### src/rtl/fpu_dp_pkg.sv
// Shared constants for the double-precision FPU command sequencer:
// opcode encodings, controller state encoding and the default datapath width.
package fpu_dp_pkg;

    localparam int DEFAULT_WIDTH = 64;

    localparam logic [1:0] OP_ADD = 2'd0;
    localparam logic [1:0] OP_SUB = 2'd1;
    localparam logic [1:0] OP_MUL = 2'd2;
    localparam logic [1:0] OP_DIV = 2'd3;

    typedef enum logic [1:0] {
        ST_IDLE = 2'd0,
        ST_WAIT = 2'd1,
        ST_DONE = 2'd2
    } state_t;

endpackage

### src/rtl/fpu_dp_sequencer_if.sv
// Bundle of the caller command channel, the result channel and the FPU
// operand/result wires around fpu_dp_sequencer.
// The slave modport is the sequencer's view.
// The master modport is the caller plus FPU side.
interface fpu_dp_sequencer_if #(
    parameter int WIDTH = fpu_dp_pkg::DEFAULT_WIDTH,
    parameter int TAG_W = 4
) ();

    logic             in_valid;
    logic             in_ready;
    logic [WIDTH-1:0] in_a;
    logic [WIDTH-1:0] in_b;
    logic [1:0]       in_op;
    logic [TAG_W-1:0] in_tag;

    logic [WIDTH-1:0] fpu_a;
    logic [WIDTH-1:0] fpu_b;
    logic [1:0]       fpu_op;
    logic [WIDTH-1:0] fpu_result;
    logic             fpu_ovf;
    logic             fpu_unf;

    logic             out_valid;
    logic             out_ready;
    logic [WIDTH-1:0] out_result;
    logic             out_ovf;
    logic             out_unf;
    logic [TAG_W-1:0] out_tag;

    logic             busy;

    modport master (
        output in_valid, in_a, in_b, in_op, in_tag, out_ready,
               fpu_result, fpu_ovf, fpu_unf,
        input  in_ready, fpu_a, fpu_b, fpu_op, out_valid, out_result,
               out_ovf, out_unf, out_tag, busy
    );

    modport slave (
        input  in_valid, in_a, in_b, in_op, in_tag, out_ready,
               fpu_result, fpu_ovf, fpu_unf,
        output in_ready, fpu_a, fpu_b, fpu_op, out_valid, out_result,
               out_ovf, out_unf, out_tag, busy
    );

endinterface

### src/rtl/fpu_dp_cmd_fifo.sv
// Strict-order command FIFO holding packed {a, b, op, tag} words.
// A push is ignored when full and a pop is ignored when empty.
// The read side is the head entry, visible combinationally.
module fpu_dp_cmd_fifo #(
    parameter int DATA_W = 134,
    parameter int DEPTH  = 4
) (
    input  logic              clk,
    input  logic              rst,
    input  logic              i_push,
    input  logic [DATA_W-1:0] i_pushData,
    input  logic              i_pop,
    output logic [DATA_W-1:0] o_popData,
    output logic              o_full,
    output logic              o_empty
);

    localparam int PTR_W = $clog2(DEPTH);

    logic [DATA_W-1:0] r_mem [DEPTH];
    logic [PTR_W-1:0]  r_wrPtr;
    logic [PTR_W-1:0]  r_rdPtr;
    logic [PTR_W:0]    r_count;
    logic              w_full;
    logic              w_empty;
    logic              w_doPush;
    logic              w_doPop;

    assign w_full    = (r_count == (PTR_W + 1)'(DEPTH));
    assign w_empty   = (r_count == '0);
    assign w_doPush  = i_push && !w_full;
    assign w_doPop   = i_pop && !w_empty;
    assign o_full    = w_full;
    assign o_empty   = w_empty;
    assign o_popData = r_mem[r_rdPtr];

    // Storage array; contents need no reset because the count gates every read.
    always_ff @(posedge clk) begin
        if (w_doPush) begin
            r_mem[r_wrPtr] <= i_pushData;
        end
    end

    // Pointers wrap naturally at DEPTH; the count tracks occupancy.
    always_ff @(posedge clk or posedge rst) begin
        if (rst) begin
            r_wrPtr <= '0;
            r_rdPtr <= '0;
            r_count <= '0;
        end else begin
            if (w_doPush) begin
                r_wrPtr <= r_wrPtr + 1'b1;
            end
            if (w_doPop) begin
                r_rdPtr <= r_rdPtr + 1'b1;
            end
            case ({w_doPush, w_doPop})
                2'b10:   r_count <= r_count + 1'b1;
                2'b01:   r_count <= r_count - 1'b1;
                default: r_count <= r_count;
            endcase
        end
    end

endmodule

### src/rtl/fpu_dp_sequencer.sv
// Sequences queued FPU commands one at a time.
// For each command it pops the queue and presents registered operands to the
// external FPU. It waits LAT edges, captures the result and flags, and holds
// them on a valid/ready result port.
// Optional feature macro: FPU_DP_SEQ_STICKY_EN adds sticky_clr, sticky_ovf
// and sticky_unf.
module fpu_dp_sequencer
    import fpu_dp_pkg::*;
#(
    parameter int WIDTH = DEFAULT_WIDTH,
    parameter int DEPTH = 4,
    parameter int LAT   = 2,
    parameter int TAG_W = 4
) (
    input  logic clk,
    input  logic rst,
`ifdef FPU_DP_SEQ_STICKY_EN
    input  logic sticky_clr,
    output logic sticky_ovf,
    output logic sticky_unf,
`endif
    fpu_dp_sequencer_if.slave bus
);

    localparam int DATA_W = 2 * WIDTH + 2 + TAG_W;
    localparam int CNT_W  = $clog2(LAT + 1);

    state_t             r_state;
    logic [CNT_W-1:0]   r_cnt;
    logic [WIDTH-1:0]   r_fpuA;
    logic [WIDTH-1:0]   r_fpuB;
    logic [1:0]         r_fpuOp;
    logic [WIDTH-1:0]   r_outResult;
    logic               r_outOvf;
    logic               r_outUnf;
    logic [TAG_W-1:0]   r_outTag;
    logic               r_outValid;

    logic               w_inReady;
    logic               w_push;
    logic               w_full;
    logic               w_empty;
    logic [DATA_W-1:0]  w_pushData;
    logic [DATA_W-1:0]  w_popData;
    logic [WIDTH-1:0]   w_headA;
    logic [WIDTH-1:0]   w_headB;
    logic [1:0]         w_headOp;
    logic [TAG_W-1:0]   w_headTag;
    logic               w_pop;

    // in_ready is forced low while reset is held so every output reads 0.
    assign w_inReady  = !w_full && !rst;
    assign w_push     = bus.in_valid && w_inReady;
    assign w_pushData = {bus.in_a, bus.in_b, bus.in_op, bus.in_tag};
    assign {w_headA, w_headB, w_headOp, w_headTag} = w_popData;
    assign w_pop      = (r_state == ST_IDLE) && !w_empty;

    fpu_dp_cmd_fifo #(
        .DATA_W (DATA_W),
        .DEPTH  (DEPTH)
    ) u_cmdFifo (
        .clk        (clk),
        .rst        (rst),
        .i_push     (w_push),
        .i_pushData (w_pushData),
        .i_pop      (w_pop),
        .o_popData  (w_popData),
        .o_full     (w_full),
        .o_empty    (w_empty)
    );

    // Controller: issue the head command, count the FPU latency, then hold
    // the captured result. out_valid rises one edge after DONE is entered.
    always_ff @(posedge clk or posedge rst) begin
        if (rst) begin
            r_state     <= ST_IDLE;
            r_cnt       <= '0;
            r_fpuA      <= '0;
            r_fpuB      <= '0;
            r_fpuOp     <= '0;
            r_outResult <= '0;
            r_outOvf    <= 1'b0;
            r_outUnf    <= 1'b0;
            r_outTag    <= '0;
            r_outValid  <= 1'b0;
        end else begin
            case (r_state)
                ST_IDLE: begin
                    if (!w_empty) begin
                        r_fpuA   <= w_headA;
                        r_fpuB   <= w_headB;
                        r_fpuOp  <= w_headOp;
                        r_outTag <= w_headTag;
                        r_cnt    <= CNT_W'(LAT);
                        r_state  <= ST_WAIT;
                    end
                end
                ST_WAIT: begin
                    r_cnt <= r_cnt - 1'b1;
                    if (r_cnt == CNT_W'(1)) begin
                        r_outResult <= bus.fpu_result;
                        r_outOvf    <= bus.fpu_ovf;
                        r_outUnf    <= bus.fpu_unf;
                        r_state     <= ST_DONE;
                    end
                end
                ST_DONE: begin
                    if (!r_outValid) begin
                        r_outValid <= 1'b1;
                    end else if (bus.out_ready) begin
                        r_outValid <= 1'b0;
                        r_state    <= ST_IDLE;
                    end
                end
                default: r_state <= ST_IDLE;
            endcase
        end
    end

    assign bus.in_ready   = w_inReady;
    assign bus.fpu_a      = r_fpuA;
    assign bus.fpu_b      = r_fpuB;
    assign bus.fpu_op     = r_fpuOp;
    assign bus.out_valid  = r_outValid;
    assign bus.out_result = r_outResult;
    assign bus.out_ovf    = r_outOvf;
    assign bus.out_unf    = r_outUnf;
    assign bus.out_tag    = r_outTag;
    assign bus.busy       = (r_state != ST_IDLE) || !w_empty;

`ifdef FPU_DP_SEQ_STICKY_EN
    logic r_stickyOvf;
    logic r_stickyUnf;
    logic w_doneHs;

    assign w_doneHs = r_outValid && bus.out_ready;

    // Sticky flags accumulate on delivered results; a set beats a clear.
    always_ff @(posedge clk or posedge rst) begin
        if (rst) begin
            r_stickyOvf <= 1'b0;
            r_stickyUnf <= 1'b0;
        end else begin
            if (w_doneHs && r_outOvf) begin
                r_stickyOvf <= 1'b1;
            end else if (sticky_clr) begin
                r_stickyOvf <= 1'b0;
            end
            if (w_doneHs && r_outUnf) begin
                r_stickyUnf <= 1'b1;
            end else if (sticky_clr) begin
                r_stickyUnf <= 1'b0;
            end
        end
    end

    assign sticky_ovf = r_stickyOvf;
    assign sticky_unf = r_stickyUnf;
`endif

endmodule

### src/flat_wrapper.sv
// flat-port wrapper written by rule: the top's interface ports become plain ports
module fpu_dp_sequencer_flat import fpu_dp_pkg::*;
#(
    parameter int WIDTH = DEFAULT_WIDTH,
    parameter int DEPTH = 4,
    parameter int LAT   = 2,
    parameter int TAG_W = 4
)
  (clk, rst, bus_in_valid, bus_in_a, bus_in_b, bus_in_op, bus_in_tag, bus_out_ready, bus_fpu_result, bus_fpu_ovf, bus_fpu_unf, bus_in_ready, bus_fpu_a, bus_fpu_b, bus_fpu_op, bus_out_valid, bus_out_result, bus_out_ovf, bus_out_unf, bus_out_tag, bus_busy);
  fpu_dp_sequencer_if #(.WIDTH(WIDTH), .TAG_W(TAG_W)) bus_i ();
  input  logic clk;
  input  logic rst;
  input wire logic [$bits(bus_i.in_valid)-1:0] bus_in_valid;
  input wire logic [$bits(bus_i.in_a)-1:0] bus_in_a;
  input wire logic [$bits(bus_i.in_b)-1:0] bus_in_b;
  input wire logic [$bits(bus_i.in_op)-1:0] bus_in_op;
  input wire logic [$bits(bus_i.in_tag)-1:0] bus_in_tag;
  input wire logic [$bits(bus_i.out_ready)-1:0] bus_out_ready;
  input wire logic [$bits(bus_i.fpu_result)-1:0] bus_fpu_result;
  input wire logic [$bits(bus_i.fpu_ovf)-1:0] bus_fpu_ovf;
  input wire logic [$bits(bus_i.fpu_unf)-1:0] bus_fpu_unf;
  output wire logic [$bits(bus_i.in_ready)-1:0] bus_in_ready;
  output wire logic [$bits(bus_i.fpu_a)-1:0] bus_fpu_a;
  output wire logic [$bits(bus_i.fpu_b)-1:0] bus_fpu_b;
  output wire logic [$bits(bus_i.fpu_op)-1:0] bus_fpu_op;
  output wire logic [$bits(bus_i.out_valid)-1:0] bus_out_valid;
  output wire logic [$bits(bus_i.out_result)-1:0] bus_out_result;
  output wire logic [$bits(bus_i.out_ovf)-1:0] bus_out_ovf;
  output wire logic [$bits(bus_i.out_unf)-1:0] bus_out_unf;
  output wire logic [$bits(bus_i.out_tag)-1:0] bus_out_tag;
  output wire logic [$bits(bus_i.busy)-1:0] bus_busy;
  assign bus_i.in_valid = bus_in_valid;
  assign bus_i.in_a = bus_in_a;
  assign bus_i.in_b = bus_in_b;
  assign bus_i.in_op = bus_in_op;
  assign bus_i.in_tag = bus_in_tag;
  assign bus_i.out_ready = bus_out_ready;
  assign bus_i.fpu_result = bus_fpu_result;
  assign bus_i.fpu_ovf = bus_fpu_ovf;
  assign bus_i.fpu_unf = bus_fpu_unf;
  assign bus_in_ready = bus_i.in_ready;
  assign bus_fpu_a = bus_i.fpu_a;
  assign bus_fpu_b = bus_i.fpu_b;
  assign bus_fpu_op = bus_i.fpu_op;
  assign bus_out_valid = bus_i.out_valid;
  assign bus_out_result = bus_i.out_result;
  assign bus_out_ovf = bus_i.out_ovf;
  assign bus_out_unf = bus_i.out_unf;
  assign bus_out_tag = bus_i.out_tag;
  assign bus_busy = bus_i.busy;
  fpu_dp_sequencer #(.WIDTH(WIDTH), .DEPTH(DEPTH), .LAT(LAT), .TAG_W(TAG_W)) u_core (.clk(clk), .rst(rst), .bus(bus_i));
endmodule
### config.mk
export PLATFORM = sky130hd
export DESIGN_NAME = fpu_dp_sequencer_flat
export DESIGN_NICKNAME = d
export VERILOG_FILES = /design/src/rtl/fpu_dp_pkg.sv /design/src/rtl/fpu_dp_sequencer_if.sv /design/src/rtl/fpu_dp_cmd_fifo.sv /design/src/rtl/fpu_dp_sequencer.sv /design/src/flat_wrapper.sv
export SDC_FILE = /design/constraint.sdc
export NUM_CORES = 1
export LEC_CHECK = 0
export BUFFER_PORTS_ARGS = -buffer_cell sky130_fd_sc_hd__buf_2
export CORE_UTILIZATION = 45
export CTS_CLUSTER_SIZE = 25
export DETAILED_ROUTE_END_ITERATION = 16
export MAX_ROUTING_LAYER = met4
export PLACE_DENSITY_LB_ADDON = 0.15
export SLEW_MARGIN = 20
export SYNTH_ARGS = -nofsm -noshare
export SYNTH_HDL_FRONTEND = slang
export SYNTH_SLANG_ARGS = --single-unit
export TNS_END_PERCENT = 20
### constraint.sdc
create_clock -name clk -period 14.1 [get_ports clk]
set_input_delay 1.41 -clock clk [delete_from_list [all_inputs] [get_ports clk]]
set_output_delay 1.41 -clock clk [all_outputs]
set_load 0.01 [all_outputs]
# --- Word level (Yosys, flattened, before mapping) ---
# Memories as Yosys holds them, arrays and structs flattened. A register that Yosys moved wholly into a read port is not among the register bits.
# Index checks and enable logic that the tools add are counted.
totals:
  wordCells: 56
  out_inout_bits: 203
  n_memories: 1
  register_bits: 78
  mem_bits_rw: 536
  inputBits: 204
op_classes:
  n_mux: 12
  eq_ne: 10
  n_bitwise: 1
  n_reduce_logical: 18
  add_sub_neg: 5
mem_list:
  columns: ["name", "words", "width", "read_ports", "rd_clocked_by_memory_dff", "wr", "line_no", "rtl"]
  rows:
  - ["u_core.u_cmdFifo.r_mem", 4, 134, 1, 1, 1, "fpu_dp_cmd_fifo.sv:20", "logic [DATA_W-1:0] r_mem [DEPTH];"]
op_table:
  columns: ["operator", "n"]
  rows:
  - ["2-bit 2-to-1 mux", 5]
  - ["2-bit by 1-bit == test with 1-bit output, second input constant", 3]
  - ["2-bit case mux with 3 select lines", 1]
  - ["3-bit case mux with 2 select lines", 1]
  - ["2-bit AND reduction", 3]
  - ["2-bit nonzero test", 3]
  - ["1-bit logical AND", 5]
  - ["2-bit by 1-bit adder with 2-bit output, second input constant", 2]
  - ["2-bit == test, second input constant", 2]
  - ["1-bit 2-to-1 mux", 4]
  - ["2-bit by 1-bit != test with 1-bit output, second input constant", 2]
  - ["2-bit != test, second input constant", 2]
  - ["2-bit case mux with 2 select lines", 1]
  - ["4-bit AND reduction", 1]
  - ["3-bit by 1-bit adder with 3-bit output, second input constant", 1]
  - ["3-bit == test, second input constant", 1]
  - ["1-bit logical NOT", 3]
  - ["3-bit logical NOT", 1]
  - ["3-bit by 1-bit subtractor with 3-bit output, second input constant", 1]
  - ["2-bit logical NOT", 1]
  - ["2-bit by 1-bit subtractor with 2-bit output, second input constant", 1]
  - ["1-bit logical OR", 1]
  - ["1-bit NOT", 1]

# --- Longest topological paths before layout ---
# Gate-level depths: netlist of the first run.
depth:
  depth_word: 7
  mapped_depth: 10

# --- Cells and area by module ---
# From an unflattened synthesis of the first run, not the netlist that was laid out.
unflattened:
  hier_cells: 1184
  area_unflattened_um2: 27352.5
by_module_without_submodules:
  columns: ["mod", "seq_area_each_um2", "area_per_inst_um2", "instances", "cells_each"]
  rows:
  - ["fpu_dp_cmd_fifo", 16270.6, 19712.7, 1, 738]
  - ["fpu_dp_sequencer", 5129.9, 7639.8, 1, 446]

# --- Least setup slack after synthesis of the first run ---
# No wires, ideal clock.
synth_path:
  path_kind: "input port to flip-flop"
  start: "input bus_in_valid"
  end: "memory u_core.u_cmdFifo.r_mem[0][0] (enable)"
  stages: 3
  setup_slack_ps: 8489
  t_arrival_ps: 5102
  required_ps: 13591
  path_cell_list: "inv_1 -> a211oi_1 -> and2_1"
synth_via:
  elab_chain_len: 4
synth_rtl:
  columns: ["element", "line_no", "rtl"]
  rows:
  - ["from (decl)", "flat_wrapper.sv:13", "input wire logic [$bits(bus_i.in_valid)-1:0] bus_in_valid;"]
  - ["1-bit logical AND", "fpu_dp_sequencer.sv:53", "assign w_push = bus.in_valid && w_inReady;"]
  - ["1-bit logical AND", "fpu_dp_cmd_fifo.sv:31", "assign w_doPush = i_push && !w_full;"]
  - ["1-bit 2-to-1 mux", "fpu_dp_cmd_fifo.sv:39", "if (w_doPush) begin"]
  - ["1-bit 2-to-1 mux (not written as such)", "fpu_dp_cmd_fifo.sv:40", "r_mem[r_wrPtr] <= i_pushData;"]
  - ["to (decl)", "fpu_dp_cmd_fifo.sv:20", null]
# No other way between the ends.

# --- Final worst setup path of the first run ---
layout_path:
  start: "input rst"
  end: "memory u_core.u_cmdFifo.r_mem[3][21] (enable)"
layout_via:
  elab_chain_len: 6
layout_rtl:
  columns: ["element", "line_no", "rtl"]
  rows:
  - ["from (decl)", "flat_wrapper.sv:12", "input logic rst;"]
  - ["1-bit logical NOT", "fpu_dp_sequencer.sv:52", "assign w_inReady = !w_full && !rst;"]
  - ["1-bit logical AND", "fpu_dp_sequencer.sv:52", null]
  - ["1-bit logical AND", "fpu_dp_sequencer.sv:53", null]
  - ["1-bit logical AND", "fpu_dp_cmd_fifo.sv:31", null]
  - ["1-bit 2-to-1 mux", "fpu_dp_cmd_fifo.sv:39", null]
  - ["1-bit 2-to-1 mux (not written as such)", "fpu_dp_cmd_fifo.sv:40", null]
# No other way between the ends.

==> results of run 1 <==
[cell families after synthesis]
kind of cell / Yosys count
and+or+nand+nor: 20
xor gates and xnor gates: 6
DFF: 748
muxes: 336
adders and majority gates: 7
buffers and inverters: 62
AOI/OAI and AO/OA: 7
[state kept, by name, summed over array words and instances (netlist names)]
register	cells
u_core.bus.out_unf	1
u_core.bus.out_ovf	1
u_core.bus.out_tag	4
u_core.u_cmdFifo.r_rdPtr	2
u_core.r_cnt	2
u_core.bus.out_valid	1
u_core.r_state	2
u_core.bus.fpu_a	64
u_core.bus.fpu_b	64
u_core.u_cmdFifo.r_wrPtr	2
u_core.u_cmdFifo.r_count	3
u_core.bus.out_result	64
u_core.bus.fpu_op	2
u_core.u_cmdFifo.r_mem	536
[critical path, stage by stage]
cell      delay, ns
buf_2          0.14
a211oi_1       0.81
and2_4         0.60
buf_4          0.91
buf_4          0.74
[stage by stage]
step	instance area, µm²	utilization	hold slack, ns	setup slack [ns]	power [mW]
2_1_floorplan	27500	-	0.490	6.90	4.63
3_3_place_gp	30400	0.503	0.483	8.99	5.30
3_5_place_dp	30400	0.503	0.488	8.98	5.35
4_1_cts	33100	0.548	0.502	9.65	7.50
5_1_grt	33100	0.548	0.511	9.46	7.74
6_report	33100	0.548	0.499	9.67	7.38
[report_power, final]
part / leakage, nW / switching [mW] / internal (mW) / total [mW]
clock network: 1.31 / 0.835 / 1.30 / 2.14
logic: 3.69 / 1.01 / 1.11 / 2.12
registers: 7.34 / 0.254 / 2.88 / 3.13
total: 12.3 / 2.09 / 5.29 / 7.38
[layout by cell type, fill, tap and decap left out, drive strengths merged, types with 2 or more instances in the layout]
cell      n
mux2    201
nand2     6
mux4    134
xnor2     4
diode    15
inv      15
nor2      4
xor2      2
dfrtp   212
clkinv   18
and2      4
ha        6
o21ai     3
buf     424
edfxtp  536
bufinv   12
nand2b    2
clkbuf  111
[routing by layer]
layer | track usage | part of all wire | up-vias
met1 | 0.247 | 0.41 | 6852
met3 | 0.0628 | 0.072 | 77
met2 | 0.303 | 0.49 | 322
li1 | - | - | 5714
met4 | 0.0529 | 0.019 | 0
met5 | - | 0 | -
[worst max-delay path by stage]
| stage | slack [ns] | from | cells past startpoint | endpoint |
|---|---|---|---|---|
| 2_1_floorplan | 6.90 | rst | 1 | u_core.bus.fpu_a[0] |
| 3_3_place_gp | 8.99 | bus_in_valid | 6 | u_core.u_cmdFifo.r_mem[0][80] |
| 3_5_place_dp | 8.98 | rst | 5 | u_core.u_cmdFifo.r_mem[0][119] |
| 4_1_cts | 9.65 | rst | 5 | u_core.u_cmdFifo.r_mem[3][80] |
| 5_1_grt | 9.46 | rst | 5 | u_core.u_cmdFifo.r_mem[3][15] |
| 6_report | 9.67 | rst | 5 | u_core.u_cmdFifo.r_mem[3][21] |
[area by class of cell]
type                       count  area, µm²  area share
sequential                   748      21400       0.647
inverter                      11       53.8     0.00163
timing repair buffer         424       2170      0.0655
antenna                       15       37.5     0.00113
clock inverter                35        528      0.0160
multi-input combinational    376       5750       0.174
clock buffer                 111       2180      0.0657
tap                          782        978      0.0296
==> metrics.md, run 1 <==
| Metric | Value |
|---|---|
| Status | `finished clean` |
| Remaining antenna violation count | `0` |
| Dpl hpwl | `34,800 µm` |
| Clock transition at the registers of the reported paths | `0.06 ns` |
| Final worst path period share | `0.314` |
| Avg Inst Size Synth | `23.2 µm²` |
| Asr flop ratio synth | `0.283` |
| Drt first pass iters | `4` |
| Non-filler instance count after layout | `2,502` |
| Routed wire length | `slightly below 60,000 µm` |
| Clock skew | `0.0181 ns` |
| Remaining Overflow, GRT | `0` |
| Adder-cell share of the synthesized area | `0.00346` |
| Maximum VDD drop | `roughly 0.11 mV` |
| Drc violations | `0` |
| CTS Sinks | `~750` |
| GR Util All Layers | `0.195` |
| Max_cap viols | `0` |
| Synth area leader | `edfxtp_1` |
| Top FF cell, synth | `edfxtp_1` |
| CTS Hold Buffers Added | `0` |
| Initial antenna violation count | `19` |
| Total negative slack | `0 ns` |
| Crit-path max FO | `64` |
| Reg2reg end | `u_core.u_cmdFifo.r_mem[3][21]` |
| Post-Synthesis Cell Area | `27,500 µm²` |
| Fmax | `about 230 MHz` |
| Clk_lat worst skew | `0.62 ns` |
| Total number of vias | `12,965` |
| Final setup viols | `0` |
| Port-buffer cells | `406` |
| Routability cong. | `0.742` |
| Post-synth top area share | `0.586` |
| Layout overhead on the synthesized area | `20.4%` |
| Slew HR | `0.280` |
| Largest family of logic cells by synthesized area | `multiplexers` |
| Critical Path RT | `roughly 14 ns` |
| FF-to-FF setup slack | `10.05 ns` |
| Mux share of post-synthesis cell area | `0.198` |
| CTS root buffer | `clkbuf_16` |
| Synth cell count leaders | `edfxtp_1 (536), dfrtp_1 (212), mux2_2 (161)` |
| Clock buffer depth | `3` |
| Pin count of the biggest net entering global routing | `129` |
| Post-Synth Simple-Gate Area | `0.00401` |
| Die ar. | `62,100 µm²` |
| DR WL/cell | `23.1 µm` |
| Global-route wire length before repair | `86,800 µm` |
| Kind of critical path | `primary input to flop` |
| Static Leak | `roughly 12 nW` |
| Layout cell share with drive strength beyond 1 | `0.519` |
| Starting Density | `0.455` |
| Hold Startpoint | `u_core.bus.out_result[54]` |
| CTS tree | `done` |
| DR iter-0 viols | `649` |
| Final hold viol count | `0` |
| Most frequent cell after synthesis | `edfxtp_1` |
| HP Class | `flop to flop` |
| Die height | `249 µm` |
| RSZ-0062 raised after global routing | `false` |
| Post-route minimum period | `4.43 ns` |
| Worst Tran Pin Value | `1.08 ns` |
| I/O Pins | `407` |
| Hold depth | `1` |
| #FFs+latches synth | `748` |
| Fill cell count | `around 4,700` |
| Worst reg2reg path depth | `5` |
| Sequential fraction of the synthesis area | `0.779` |
| Routed vias/inst | `5.18` |
| Startpoint types | `primary input` |
| Slew Limit Fails | `0` |
| Synth unique cells | `30` |
| CP arrival | `around 4.7 ns` |
| Post-synthesis compound-gate area fraction | `0.00155` |
| Placed Cells | `approximately 2,300` |
| Largest cells by area after synthesis | `edfxtp_1 (59%), dfrtp_1 (19%), mux4_2 (11%)` |
| Synth warnings | `0` |
| Core area | `60,400 µm²` |
| CTS buffer count | `78` |
| XOR/XNOR Fraction of Synth Area | `0.00191` |
| Vias in the first global route | `around 14,000` |
| Fin nets | `1,850` |
| Worst setup EP type | `flop` |
| Reg-to-Reg Start | `u_core.u_cmdFifo.r_count[0]` |
| Die X | `249 µm` |
| P per Cell Area | `223 nW/µm²` |
| Htree depth | `3` |
| Hold path endpoint | `u_core.bus.out_result[54]` |
| Post-synth EDFFs | `536` |
| Rows | `90` |
| Post-Syn Instances | `1,186` |
| PostCTS Resize Cnt | `0` |
| Synthesized net count | `1,397` |
| Post-CTS Setup Bufs | `0` |
Power figures use the tool's default switching activity.
==> run 2, diff against run 1 <==
==> constraint.sdc (replaced) <==
create_clock -name clk -period 4.35 [get_ports clk]
set_input_delay 0.435 -clock clk [delete_from_list [all_inputs] [get_ports clk]]
set_output_delay 0.435 -clock clk [all_outputs]
set_load 0.01 [all_outputs]
==> run 2 against run 1 <==
  * Sequential power grew to 3.2 times the previous value
  * Cell count up 0.36%
  * First-iteration DRC count is 25% higher
  * Hold slack worse by 0.46 ns
  * Global-route usage decreased by 0.35 points
  * Die area stayed put
  * Via count fell by 0.81%
  * Largest cell class unchanged
  * Design area up 0.27%
  * Worst setup slack lost 8.1 ns
  * Critical path depth down 1
  * Power rose to 3.2 times the previous value
  * Critical path type is now flop to flop
  * Clock-buffer cell count shrank 1
==> metrics.md, run 2 (same netlist as run 1, synthesis figures left out) <==
| Metric | Value |
|---|---|
| Static Leak | `~12 nW` |
| Die height | `249 µm` |
| Final worst path period share | `0.646` |
| Most frequent cells in the layout | `edfxtp_1 (536), buf_2 (406), dfrtp_1 (210), mux2_2 (161), mux4_2 (134)` |
| Layout overhead on the synthesized area | `20.7%` |
| Die ar. | `62,100 µm²` |
| Post-route minimum period | `between 2 and 3 ns` |
| Worst Tran Pin Value | `slightly above 0.9 ns` |
| Drt first pass iters | `4` |
| FF-to-FF setup slack | `~1.5 ns` |
| Pin count of the biggest net entering global routing | `90` |
| Post-layout instance area | `33,200 µm²` |
| Max reg flops | `536` |
| Biggest register | `u_core.u_cmdFifo.r_mem` |
| Final setup viols | `0` |
| CTS buffer count | `79` |
| CP cell instances | `nor2_1 -> a211oi_1 -> and2_4 -> buf_12` |
| Remaining Overflow, GRT | `0` |
| CTS root buffer | `clkbuf_16` |
| RSZ-0062 raised after global routing | `false` |
| Top delay family on crit path | `simple AND/OR/NAND/NOR gates` |
| Critical Path RT | `4.60 ns` |
| Clock transition at the registers of the reported paths | `0.06 ns` |
| Post-CTS Setup Bufs | `0` |
| CTS tree | `done` |
| PostCTS Resize Cnt | `0` |
| Max_cap viols | `0` |
| Combinational share of power | `0.294` |
| Starting Density | `0.455` |
| Rows | `90` |
| Slew HR | `0.387` |
| CTS Hold Buffers Added | `6` |
| Dpl hpwl | `34,100 µm` |
| Routed vias/inst | `5.12` |
| Worst setup EP type | `flop` |
| Initial antenna violation count | `13` |
| Clock power share | `0.278` |
| Die X | `~250 µm` |
| Pwr Total | `23.6 mW` |
| GR Util All Layers | `0.191` |
| CP arrival | `just over 3 ns` |
| Status | `finished clean` |
| Slowest stage delay, CP | `0.78 ns` |
| Vias in the first global route | `roughly 14,000` |
| Maximum VDD drop | `0.369 mV` |
| Switching power | `6.71 mW` |
| Most common cell after layout, fill and taps aside | `edfxtp_1` |
| Slowest stage cell on the critical path | `a211oi_1` |
| P per Cell Area | `approximately 710 nW/µm²` |
| Final hold viol count | `0` |
| Clock skew | `0.0231 ns` |
| Placed instance area | `30,600 µm²` |
| Fin nets | `around 1,900` |
| DR iter-0 viols | `812` |
| Clock buffer depth | `3` |
| Startpoint types | `flop` |
| HP Class | `primary input to flop` |
| Remaining antenna violation count | `0` |
| Routed wire length | `56,700 µm` |
| Drc violations | `0` |
| Sw frac | `0.284` |
| Routability cong. | `0.765` |
| Clk_lat worst skew | `0.61 ns` |
| Port-buffer cells | `about 400` |
| DR WL/cell | `between 20 and 25 µm` |
| Htree depth | `3` |
| Crit-path max FO | `56` |
| I/O Pins | `407` |
| Kind of critical path | `flop to flop` |
| Layout cell share with drive strength beyond 1 | `0.515` |
| Global-route wire length before repair | `around 86,000 µm` |
| Total negative slack | `0 ns` |
| Core area | `60,400 µm²` |
| Sequential share of power | `0.429` |
| Int Pwr | `16.9 mW` |
| Slew Limit Fails | `0` |
| Total number of vias | `12,860` |
| CTS Sinks | `748` |
| Worst path bufs/invs | `1` |
| Fmax | `356 MHz` |
[run 2: changes by cell type in the layout (fill, tap and decap cells not counted)]
cell / delta
bufinv_16: -6
diode_2: -2
clkbuf_8: -6
clkinvlp_4: +1
inv_16: -1
buf_4: -9
clkinv_8: -3
inv_8: -1
clkinv_2: +5
dlygate4sd3_1: +6
buf_12: +13
clkinv_1: +7
clkbuf_16: +5
[run 2: stage by stage]
step                      hold slack [ns]  utilization  std cells  setup slack, ns
after detailed placement            0.438        0.506       2345             1.43
after floorplan                     0.490            -       1186           -0.313
after global placement              0.434        0.506       2345             1.48
after CTS                        0.000931        0.549       2498             1.46
final                              0.0436        0.550       2511             1.54
after global routing               0.0169        0.550       2510             1.33
[run 2: worst reg2reg max path: cells and delay by family, from the launching register on]
kind / cells / cell delay (ns)
flops: 1 / 0.42
compound gates: 1 / 0.78
simple gates: 2 / 0.79
buf+inv: 1 / 0.40
[run 2: layout make-up]
cell class	instances	area, µm²
diodes	13	32.5
clock buffers	110	2220
clock inverters	37	330
fillers	4695	27200
inverters	11	50.0
multi-input cells	376	5750
flip-flops and latches	748	21400
well taps	782	978
repair buffers	434	2420
[run 2: layer usage]
layer / vias to the layer above / global-route usage / wire length (µm)
met3: 81 / 0.0451 / 3090
met4: 0 / 0.0575 / 1140
li1: 5730 / - / -
met2: 297 / 0.307 / 28800
met5: - / - / 0
met1: 6752 / 0.243 / 23700
[run 2: path summary, 6_finish.rpt]
kind,startpoint,end,cells after the start
hold / removal,bus_in_a[0],u_core.u_cmdFifo.r_mem[1][70],1
max in group asynchronous,rst,u_core.bus.fpu_b[19],4
hold reg to reg,u_core.bus.out_tag[1],u_core.bus.out_tag[1],1
min in group asynchronous,rst,u_core.u_cmdFifo.r_wrPtr[1],3
setup reg to reg,u_core.u_cmdFifo.r_count[0],u_core.u_cmdFifo.r_mem[0][27],4
setup / recovery,u_core.u_cmdFifo.r_count[0],u_core.u_cmdFifo.r_mem[0][27],4
[run 2: power by group through the flow]
stage          clock [mW]  sequential, mW  combinational [mW]
3_3_place_gp            0            10.2                7.02
5_1_grt              7.00            10.3                7.46
6_report             6.56            10.1                6.94
3_5_place_dp            0            10.3                7.14
2_1_floorplan           0            10.5                4.48
4_1_cts              6.74            10.2                7.14
